--- config.mk ---
export PLATFORM = sky130hd
export DESIGN_NAME = key_event_decoder
export DESIGN_NICKNAME = d
export VERILOG_FILES = /design/src/rtl/key_pkg.sv /design/src/rtl/hold_timer.sv /design/src/rtl/key_event_decoder.sv
export SDC_FILE = /design/constraint.sdc
export NUM_CORES = 1
export LEC_CHECK = 0
export ABC_CLOCK_PERIOD_IN_PS = 5650
export CAP_MARGIN = 40
export CORE_MARGIN = 2
export CORE_UTILIZATION = 30
export DETAILED_ROUTE_END_ITERATION = 10
export SLEW_MARGIN = 15
export SYNTH_ARGS = -nofsm -noshare
export SYNTH_HDL_FRONTEND = slang
export SYNTH_SLANG_ARGS = --single-unit
--- constraint.sdc ---
create_clock -name I_clk -period 5.65 [get_ports I_clk]
set_input_delay 0.8475 -clock I_clk [delete_from_list [all_inputs] [get_ports I_clk]]
set_output_delay 0.8475 -clock I_clk [all_outputs]
set_load 0.005 [all_outputs]
--- src/rtl/key_pkg.sv ---
// Shared constants and state encoding for the debounced-key event decoder.
package key_pkg;

    localparam int C_LONG_NUM_DEF   = 50_000_000;  // 0.5 s at 100 MHz
    localparam int C_REPEAT_NUM_DEF = 10_000_000;  // 0.1 s at 100 MHz
    localparam int C_CNT_W_DEF      = 26;

    typedef enum logic [1:0] {
        ST_LOCK  = 2'd0,
        ST_IDLE  = 2'd1,
        ST_PRESS = 2'd2,
        ST_LONG  = 2'd3
    } key_state_t;

endpackage

--- src/rtl/hold_timer.sv ---
// Hold-time counter with synchronous clear, increment enable and a terminal-count
// flag against a limit that the owner may switch at run time.
module hold_timer
    import key_pkg::*;
#(
    parameter int C_CNT_W = C_CNT_W_DEF
) (
    input  logic               I_clk,
    input  logic               I_rst,
    input  logic               I_clr,
    input  logic               I_inc,
    input  logic [C_CNT_W-1:0] I_limit,
    output logic               O_tc
);

    logic [C_CNT_W-1:0] cnt;

    always_ff @(posedge I_clk) begin
        if (I_rst || I_clr) begin
            cnt <= '0;
        end else if (I_inc) begin
            cnt <= cnt + 1'b1;
        end
    end

    assign O_tc = (cnt == I_limit);

endmodule

--- src/rtl/key_event_decoder.sv ---
// Turns a clean, synchronous key level into press/release/click/long/repeat
// pulses plus a held level and a running click count.
module key_event_decoder
    import key_pkg::*;
#(
    parameter int C_LONG_NUM   = C_LONG_NUM_DEF,
    parameter int C_REPEAT_NUM = C_REPEAT_NUM_DEF,
    parameter int C_REPEAT_EN  = 1,
    parameter int C_ACTIVE_LVL = 1,
    parameter int C_CNT_W      = C_CNT_W_DEF
) (
    input  logic       I_clk,
    input  logic       I_rst,
    input  logic       I_key_in,
    output logic       O_press,
    output logic       O_release,
    output logic       O_click,
    output logic       O_long,
    output logic       O_repeat,
    output logic       O_held,
    output logic [7:0] O_click_cnt,
    output logic [1:0] O_dbg_state
);

    key_state_t         state;
    logic               act;
    logic               tmr_clr;
    logic               tmr_inc;
    logic               tmr_tc;
    logic [C_CNT_W-1:0] tmr_limit;

    assign act         = (I_key_in == 1'(C_ACTIVE_LVL));
    assign O_dbg_state = state;

    // One counter serves both thresholds; the limit follows the current state.
    assign tmr_limit = (state == ST_LONG) ? C_CNT_W'(C_REPEAT_NUM - 1)
                                          : C_CNT_W'(C_LONG_NUM - 1);

    always_comb begin
        tmr_clr = 1'b1;
        tmr_inc = 1'b0;
        case (state)
            ST_PRESS: begin
                if (act && !tmr_tc) begin
                    tmr_clr = 1'b0;
                    tmr_inc = 1'b1;
                end
            end
            ST_LONG: begin
                if (act) begin
                    if (!tmr_tc) begin
                        tmr_clr = 1'b0;
                        tmr_inc = 1'b1;
                    end else if (C_REPEAT_EN == 0) begin
                        tmr_clr = 1'b0;  // park at the limit when repeat is off
                    end
                end
            end
            default: ;
        endcase
    end

    hold_timer #(
        .C_CNT_W (C_CNT_W)
    ) u_hold_timer (
        .I_clk   (I_clk),
        .I_rst   (I_rst),
        .I_clr   (tmr_clr),
        .I_inc   (tmr_inc),
        .I_limit (tmr_limit),
        .O_tc    (tmr_tc)
    );

    always_ff @(posedge I_clk) begin
        if (I_rst) begin
            state       <= ST_LOCK;
            O_press     <= 1'b0;
            O_release   <= 1'b0;
            O_click     <= 1'b0;
            O_long      <= 1'b0;
            O_repeat    <= 1'b0;
            O_held      <= 1'b0;
            O_click_cnt <= '0;
        end else begin
            O_press   <= 1'b0;
            O_release <= 1'b0;
            O_click   <= 1'b0;
            O_long    <= 1'b0;
            O_repeat  <= 1'b0;
            case (state)
                ST_LOCK: begin
                    O_held <= 1'b0;
                    if (!act) state <= ST_IDLE;
                end
                ST_IDLE: begin
                    O_held <= act;
                    if (act) begin
                        state   <= ST_PRESS;
                        O_press <= 1'b1;
                    end
                end
                ST_PRESS: begin
                    // Release takes priority over reaching the long threshold.
                    if (!act) begin
                        state       <= ST_IDLE;
                        O_held      <= 1'b0;
                        O_release   <= 1'b1;
                        O_click     <= 1'b1;
                        O_click_cnt <= O_click_cnt + 8'd1;
                    end else if (tmr_tc) begin
                        state  <= ST_LONG;
                        O_long <= 1'b1;
                    end
                end
                ST_LONG: begin
                    if (!act) begin
                        state     <= ST_IDLE;
                        O_held    <= 1'b0;
                        O_release <= 1'b1;
                    end else if ((C_REPEAT_EN != 0) && tmr_tc) begin
                        O_repeat <= 1'b1;
                    end
                end
                default: begin
                    state  <= ST_LOCK;
                    O_held <= 1'b0;
                end
            endcase
        end
    end

endmodule

# == Word level (Yosys, flattened, before mapping) ==
# Cells that the tools add are included.
# word_totals
wordCells,55
input_bits,3
register_bits,42
# classes
reduce_logical,12
n_eq_ne,8
muxes,19
bitwise,5
addsub,2
# ops
operator,n
"adder 26 x 1 -> 26 bit, second input constant",1
== test 26 bit,1
2-to-1 mux 26 bit,1
OR reduction 2 bit,6
2-to-1 mux 1 bit,10
"adder 8 x 1 -> 8 bit, second input constant",1
2-to-1 mux 2 bit,4
"inequality test 2 bit, second input constant",3
case mux 2 bit (3 select lines),1
inverter 1 bit,5
"== test 2 bit, second input constant",2
case mux 1 bit (2 select lines),2
"inequality test 3 bit, second input constant",1
case mux 1 bit (3 select lines),1
AND reduction 3 bit,1
"== test 2 x 1 -> 1 bit, second input constant",1
zero test 2 bit,1
AND reduction 2 bit,1
logical AND 1 bit,1
zero test 1 bit,1
logical OR 1 bit,1

# == Logic depth before layout (Yosys ltp) ==
# Gate-level depths: netlist of the first run.
# depth
depth_word,8
depth_mapped,8

# == By module ==
# Synthesis of the first run repeated with hierarchy kept, for this count alone.
# hier_totals
hier_cells,255
area_unflattened_um2,2258.4
# modules_own_cells
module,seq_area_each_um2,n_inst,cells_per_inst,area_per_inst_um2
hold_timer,520.5,1,177,1546.5
key_event_decoder,320.3,1,78,711.9

# == Worst setup path before layout of the first run ==
# Ideal clock, no wire load.
# synth_path
path_kind,in2reg
start,in I_key_in
end,reg O_click_cnt[5]
path_buffers,2
stages,7
path_slack_ns,3.642
setup_time_ns,0.128
arrival_ns,1.881
required_time_ns,5.522
cell_sequence,clkbuf_1 > nor2b_1 > buf_1 > and4_1 > nand3_1 > xor2_1 > nor2_1
# synth_between
elab_chain_len,2
# synth_lines
element,line_no,source
from (decl),key_event_decoder.sv:14,"input logic I_key_in,"
inverter 1 bit (no source line),--,
AND reduction 2 bit (no source line),--,
to (signal assigned),key_event_decoder.sv:109,O_click_cnt <= O_click_cnt + 8'd1;
to (decl),key_event_decoder.sv:21,"output logic [7:0] O_click_cnt,"
# No other way between the ends.
# A chain may end at the register's enable or synchronous reset.

# == Final worst setup path of the first run ==
# layout_path
start,in I_rst
end,reg u_hold_timer.cnt[2]
# layout_between
elab_chain_len,1
# layout_lines
element,line_no,source
from (decl),key_event_decoder.sv:13,"input logic I_rst,"
logical OR 1 bit,hold_timer.sv:19,if (I_rst || I_clr) begin
to (signal assigned),hold_timer.sv:22,cnt <= cnt + 1'b1;
to (decl),hold_timer.sv:16,logic [C_CNT_W-1:0] cnt;
# No other way between the ends.

==> metrics.csv, run 1 <==
stage,metric,value,unit
placement,port bufs,18,
synth,number of synthesized flops with an enable pin,0,
synth,"FFs w/ async S/R, synth",0,%
sta,final period utilization,40.2,%
die,Die ar.,7180,sq um
detailed_routing,DRT Pass-1 Iters,4,
worst_setup_path,CP Data Required Time,5.88,ns
sta,Pins Over Slew Limit,0,
detailed_routing,drt wl/cell,11.7,um
power,switching pwr,187,uW
run,maxcap violations,0,
global_routing,number of global-route vias before repair,1399,
detailed_routing,Post-Route WL,3.79,mm
detailed_routing,drc violations,0,
worst_setup_path,Crit-path slowest cell,clkdlybuf4s50_1,
synth,synthesized net count,235,
power,worst vdd ir,145,uV
power,Leak,0.000758,uW
worst_setup_path,"critical path, cell by cell",clkdlybuf4s50_1 > nand2b_1 > nor2_1 > nand2_2 > nor2_1,
placement,GP Congestion,0.842,
sta,f_max,440,MHz
power,Clock Power Share,30.3,%
final_layout,Final nets,255,
worst_setup_path,CP max stage delay,0.64,ns
worst_setup_path,Setup crit end kind,register,
synth,Synth cell types,38,
synth,#FFs+latches synth,42,
power,Comb power frac,19.3,%
synth,Syn Inst Count,227,
synth,register area share after synthesis,43.0,%
power,power per cell area,278,nW/um^2
clock_tree,Clock Path Buffers,2,
clock_tree,CTS buffer count,5,
worst_setup_path,startpoint types,input port,
global_routing,GRT Residual Overflow,0,
clock_tree,cts hold-fix bufs,0,
die,FP Rows,29,
detailed_routing,routed vias,1580,
die,Ports,19,
clock_tree,Post-CTS Setup Bufs,0,
sta,post-route minimum period,2.27,ns
global_routing,largest net degree at the start of global routing,26,
power,Sw Ratio,29.3,%
detailed_routing,Post-DRT Antenna Nets,0,
status,status,completed,
sta,setup TNS,0,ns
sta,worst slew pin tran,0.798,ns
worst_setup_path,"CP delay by family, top",simple AND/OR/NAND/NOR gates,
sta,setup violators final,0,
clock_tree,"Clk pin slew, worst setup/hold paths",0.08,ns
die,Core Area,6310,sq um
sta,RSZ-0062 raised after global routing,no,
clock_tree,CTS tree,built,
die,height of the chip,84.7,um
worst_setup_path,CP Buf/Inv Count,1,
clock_tree,worst skew pair latency,0.30,ns
die,die width,84.7,um
clock_tree,Root Driver,clkbuf_8,
clock_tree,H-tree levels,2,
synth,top-count cell post-synth,nor2_1,
sta,Rel. slew slack,46.3,%
synth,most instantiated cells after synthesis,"nor2_1 (45), dfxtp_1 (42), xor2_1 (22)",
worst_setup_path,CP dominant cell by count,nor2_1,
worst_setup_path,CP Max Fanout,25,
synth,largest area contributor in the netlist,dfxtp_1,
detailed_routing,via/cell ratio,4.86,
synth,mapped cell area,1960,sq um
worst_setup_path,critical path class,input port to register,
final_layout,Synth-to-Final Area Change,17.2,%
die,initial core utilization,31.0,%
final_layout,share of layout cells above drive strength 1,5.24,%
global_routing,first-pass GRT wire length,6.40,mm
power,Design Power,638,uW
detailed_routing,initial drt markers,72,
clock_tree,post-CTS sizing,0,
power,Internal Power,451,uW
worst_setup_path,CP arrival,2.50,ns
synth,"Primary FF master, synth",dfxtp_1,
synth,Area contributors post-synth,"dfxtp_1 (43%), xor2_1 (9.9%), nor2_1 (8.6%), nand3_1 (4.6%), xnor2_1 (4.0%)",
synth,Synth Warn #,0,
hold_path,Hold WC Path Type,register to register,
global_routing,initial antenna violation count,0,
synth,Synth top area share,43.0,%
power,Seq pwr share,50.4,%
final_layout,Antenna Cells,0,
placement,hpwl dp,2.78,mm
sta,Final Hold Viols,0,
clock_tree,CTS Sinks,42,
sta,Worst Clk Skew,0.00457,ns
synth,Synth Area per Inst,8.62,sq um
global_routing,Tot GR Track Use,10.9,%
[cell type report]
cell class | count | area [sq um]
repair buffers | 18 | 180
multi-input cells | 172 | 1060
fillers | 684 | 4020
clock inverters | 2 | 13.8
well taps | 77 | 96.3
clock buffers | 6 | 72.6
flip-flops and latches | 42 | 841
inverters | 8 | 30.0
[placed cells by master (no fill, tap or decap), types with 3 or more instances in the layout]
master	synthesis	final
xor2_1	22	22
nor3_1	6	6
inv_1	8	8
nand4b_1	3	3
nand4_1	9	9
dfxtp_1	42	42
and3_1	5	5
nand2_1	13	13
clkdlybuf4s50_1	0	18
nor2_1	45	45
o21ai_0	4	4
ha_1	5	5
clkbuf_8	0	5
nand3_1	18	18
a21oi_1	3	3
and2_1	3	3
nand2b_1	3	3
xnor2_1	9	9
[power groups by stage]
stage / registers, uW / clock network, uW / logic [uW]
after detailed placement: 329 / 0 / 124
after global routing: 324 / 213 / 138
after floorplan: 327 / 0 / 83.3
after CTS: 322 / 201 / 124
final: 322 / 194 / 123
after global placement: 328 / 0 / 121
[sequential cells by signal (all words and copies together) (netlist names)]
| name | cells |
|---|---|
| O_release | 1 |
| O_dbg_state | 2 |
| O_click | 1 |
| O_held | 1 |
| u_hold_timer.cnt | 26 |
| O_press | 1 |
| O_long | 1 |
| O_repeat | 1 |
| O_click_cnt | 8 |
[per-layer routing]
metal  vias to the layer above  wire [um]  GRT usage [%]
li1                        814          -              -
met1                       732       1950           14.4
met2                        28       1620           17.0
met3                         6        174           3.34
met4                         0         53           3.90
met5                         -          0              0
[final timing paths]
kind	startpoint	slack, ns	cells past startpoint	end
hold reg to reg	u_hold_timer.cnt[0]	0.50	1	u_hold_timer.cnt[0]
setup / recovery	I_rst	3.38	5	u_hold_timer.cnt[2]
setup reg to reg	u_hold_timer.cnt[15]	3.47	5	u_hold_timer.cnt[2]
hold / removal	u_hold_timer.cnt[0]	0.50	1	u_hold_timer.cnt[0]
[per-stage QoR]
step	hold WS [ns]	cell area [sq um]	util [%]	cells	worst slack [ns]
2_1_floorplan	0.441	1960	-	227	3.64
3_3_place_gp	0.456	2210	34.9	317	3.11
3_5_place_dp	0.479	2210	34.9	317	3.06
4_1_cts	0.492	2290	36.3	325	3.36
5_1_grt	0.531	2290	36.3	325	3.20
6_report	0.501	2290	36.3	325	3.38
[cells by family after synthesis]
| logic type | Yosys count | synth area share (%) |
|---|---|---|
| adder cells (fa/ha/maj) | 5 | 3.20 |
| XOR/XNOR | 31 | 13.9 |
| AO/OA/AOI/OAI | 13 | 4.09 |
| flip-flops | 42 | 43.0 |
| AND/OR/NAND/NOR | 121 | 31.9 |
| buffers and inverters | 13 | 2.88 |
| multiplexers | 2 | 1.02 |
Power figures use the tool's default switching activity.
==> run 2, diff against run 1 <==
--- a/config.mk
+++ b/config.mk
@@ -5,7 +5,7 @@
 export SDC_FILE = /design/constraint.sdc
 export NUM_CORES = 1
 export LEC_CHECK = 0
-export ABC_CLOCK_PERIOD_IN_PS = 5650
+export ABC_CLOCK_PERIOD_IN_PS = 2200
 export CAP_MARGIN = 40
 export CORE_MARGIN = 2
 export CORE_UTILIZATION = 30
==> constraint.sdc (replaced) <==
create_clock -name I_clk -period 2.2 [get_ports I_clk]
set_input_delay 0.33 -clock I_clk [delete_from_list [all_inputs] [get_ports I_clk]]
set_output_delay 0.33 -clock I_clk [all_outputs]
set_load 0.005 [all_outputs]
==> run 2 against run 1 <==
Against the previous run:
- setup slack got worse by 3.3 ns
- power rose to 2.6 times the previous value
- final area rose by 4.0%
- core utilization rose by 1.5 points
- die area did not move
- hold slack got worse by 0.014 ns
- sequential power rose to 2.6 times the previous value
- critical path type is now register to register
- largest cell class unchanged
==> metrics.csv, run 2 (same netlist as run 1, synthesis figures left out) <==
stage,metric,value,unit,change
sta,post-route minimum period,2.09,ns,
sta,worst slew pin tran,0.475,ns,-0.324 ns
detailed_routing,Post-Route WL,3.89,mm,+2.5%
global_routing,Tot GR Track Use,11.6,%,+0.64 points
final_layout,Synth-to-Final Area Change,21.9,%,
final_layout,max FFs per register,26,,unchanged
final_layout,Antenna Cells,0,,unchanged
clock_tree,"Clk pin slew, worst setup/hold paths",0.08,ns,about the same
worst_setup_path,reg-to-reg setup timing slack,0.11,ns,-3.36 ns
final_layout,fill cell count,645,,-5.7%
global_routing,first-pass GRT wire length,6.70,mm,+4.6%
placement,port bufs,18,,unchanged
sta,setup TNS,0,ns,unchanged
die,Ports,19,,unchanged
detailed_routing,WL met2,1.68,mm,+4.1%
global_routing,largest net degree at the start of global routing,26,,unchanged
worst_setup_path,Setup crit end kind,register,,
sta,final period utilization,95.1,%,
detailed_routing,Post-DRT Antenna Nets,0,,unchanged
detailed_routing,drt wl/cell,11.6,um,-0.53%
final_layout,Final nets,265,,+3.9%
run,maxcap violations,0,,unchanged
worst_setup_path,Crit-path slowest cell,or4_1,,
final_layout,"commonest cells after routing, fill and taps aside","nor2_1 (45), dfxtp_1 (42), xor2_1 (22)",,
worst_setup_path,RR Startpoint,u_hold_timer.cnt[0],,
placement,DP Worst Slack,0.128,ns,-2.93 ns
die,initial core utilization,31.0,%,unchanged
worst_setup_path,reg2reg path depth,6,,+1
sta,RSZ-0062 raised after global routing,no,,
worst_setup_path,r2r endpoint,O_repeat,,
clock_tree,post-CTS sizing,0,,unchanged
die,height of the chip,84.7,um,unchanged
final_layout,area taken by flip-flops and latches,841,sq um,unchanged
sta,Rel. slew slack,68.2,%,+22 points
detailed_routing,initial drt markers,115,,+60%
clock_tree,Post-CTS Setup Bufs,0,,unchanged
clock_tree,Clock Path Buffers,2,,unchanged
global_routing,initial antenna violation count,0,,unchanged
placement,DP Cell Count,327,,+3.2%
sta,Final Hold Viols,0,,unchanged
final_layout,Final Instance Count excl. Fillers,335,,+3.1%
die,Die ar.,7180,sq um,unchanged
worst_setup_path,CP arrival,2.33,ns,-0.17 ns
final_layout,"commonest non-fill, non-tap cell in the layout",nor2_1,,
worst_setup_path,CP dominant cell by count,or3_1,,
clock_tree,Root Driver,clkbuf_8,,
placement,area post-placement,2290,sq um,+4.0%
power,worst vdd ir,362,uV,+150%
final_layout,final instance area,2380,sq um,+4.0%
worst_setup_path,startpoint types,register,,
clock_tree,H-tree levels,2,,unchanged
clock_tree,CTS tree,built,,
clock_tree,CTS buffer count,5,,unchanged
power,Design Power,1680,uW,+160%
worst_setup_path,CP max stage delay,0.43,ns,-0.21 ns
hold_path,Hold WC Path Type,register to register,,
die,die width,84.7,um,unchanged
clock_tree,worst skew pair latency,0.29,ns,about the same
sta,f_max,478,MHz,
detailed_routing,WL met3,172,um,-1.1%
final_layout,share of layout cells above drive strength 1,8.91,%,+3.7 points
detailed_routing,Routed met1 length,1.96,mm,+0.51%
status,status,completed,,
sta,Worst Clk Skew,0.00444,ns,-0.000127 ns
power,power per cell area,704,nW/um^2,+150%
detailed_routing,drc violations,0,,unchanged
worst_setup_path,CP Max Fanout,5,,-80%
worst_setup_path,Critical path origin,u_hold_timer.cnt[0],,
detailed_routing,top routing layer used,met4,,
placement,hpwl dp,2.88,mm,+3.7%
global_routing,number of global-route vias before repair,1515,,+8.3%
worst_setup_path,crit path to,O_repeat,,
clock_tree,CTS Sinks,42,,unchanged
final_layout,Largest Register,u_hold_timer.cnt,,
worst_setup_path,CP Data Required Time,2.44,ns,-3.44 ns
power,Leak,0.000818,uW,+7.9%
clock_tree,cts hold-fix bufs,0,,unchanged
final_layout,area of the multi-input gates,1060,sq um,unchanged
sta,setup violators final,0,,unchanged
detailed_routing,routed vias,1601,,+1.3%
sta,worst setup margin,0.108,ns,-3.27 ns
sta,Pins Over Slew Limit,0,,unchanged
die,FP Rows,29,,unchanged
global_routing,GRT Residual Overflow,0,,unchanged
worst_setup_path,critical path class,register to register,,
die,Core Area,6310,sq um,unchanged
placement,GP Congestion,0.823,,-2.3%
detailed_routing,DRT Pass-1 Iters,4,,unchanged
detailed_routing,via/cell ratio,4.78,,-1.7%
worst_setup_path,"critical path, cell by cell",ha_1 > nand4_2 > or3_1 > or3_1 > or4_1 > nor2_1,,
==> run 2: cell type report <==
cell class / count / area share, %
inverter: 8 / 1.26
tap: 77 / 4.04
clock buffer: 7 / 3.62
clock inverter: 1 / 0.210
timing repair buffer: 28 / 11.2
multi-input combinational: 172 / 44.4
sequential: 42 / 35.3
==> run 2: power breakdown <==
part / total, uW / switching (uW) / internal (uW)
Sequential: 825 / 31.8 / 793
Clock: 513 / 260 / 253
Combinational: 341 / 177 / 163
==> run 2: per-layer routing <==
metal | global-route usage [%] | vias to the layer above
met5 | 0 | -
met4 | 5.19 | 0
met3 | 4.03 | 7
met1 | 14.3 | 732
li1 | - | 834
met2 | 18.2 | 28
==> run 2: critical path, delay by kind of cell, from the launching register on <==
family	cells	cell delay, ns
simple gates	5	1.35
flops	1	0.40
fa+ha+maj	1	0.28
==> run 2: how the worst min path moves through the flow <==
stage | end | slack, ns | depth (start not counted) | from
CTS | O_held | 0.49 | 2 | O_held
detailed placement | u_hold_timer.cnt[0] | 0.48 | 1 | u_hold_timer.cnt[0]
global route | u_hold_timer.cnt[0] | 0.52 | 1 | u_hold_timer.cnt[0]
global placement | u_hold_timer.cnt[0] | 0.46 | 1 | u_hold_timer.cnt[0]
finish | O_held | 0.49 | 2 | O_held
floorplan | O_dbg_state[1] | 0.40 | 1 | I_rst
==> run 2: per-stage QoR <==
step	hold WS, ns	util, %
after global routing	0.518	37.8
final	0.486	37.8
after CTS	0.490	37.8
after floorplan	0.402	-
after global placement	0.463	36.3
after detailed placement	0.477	36.3
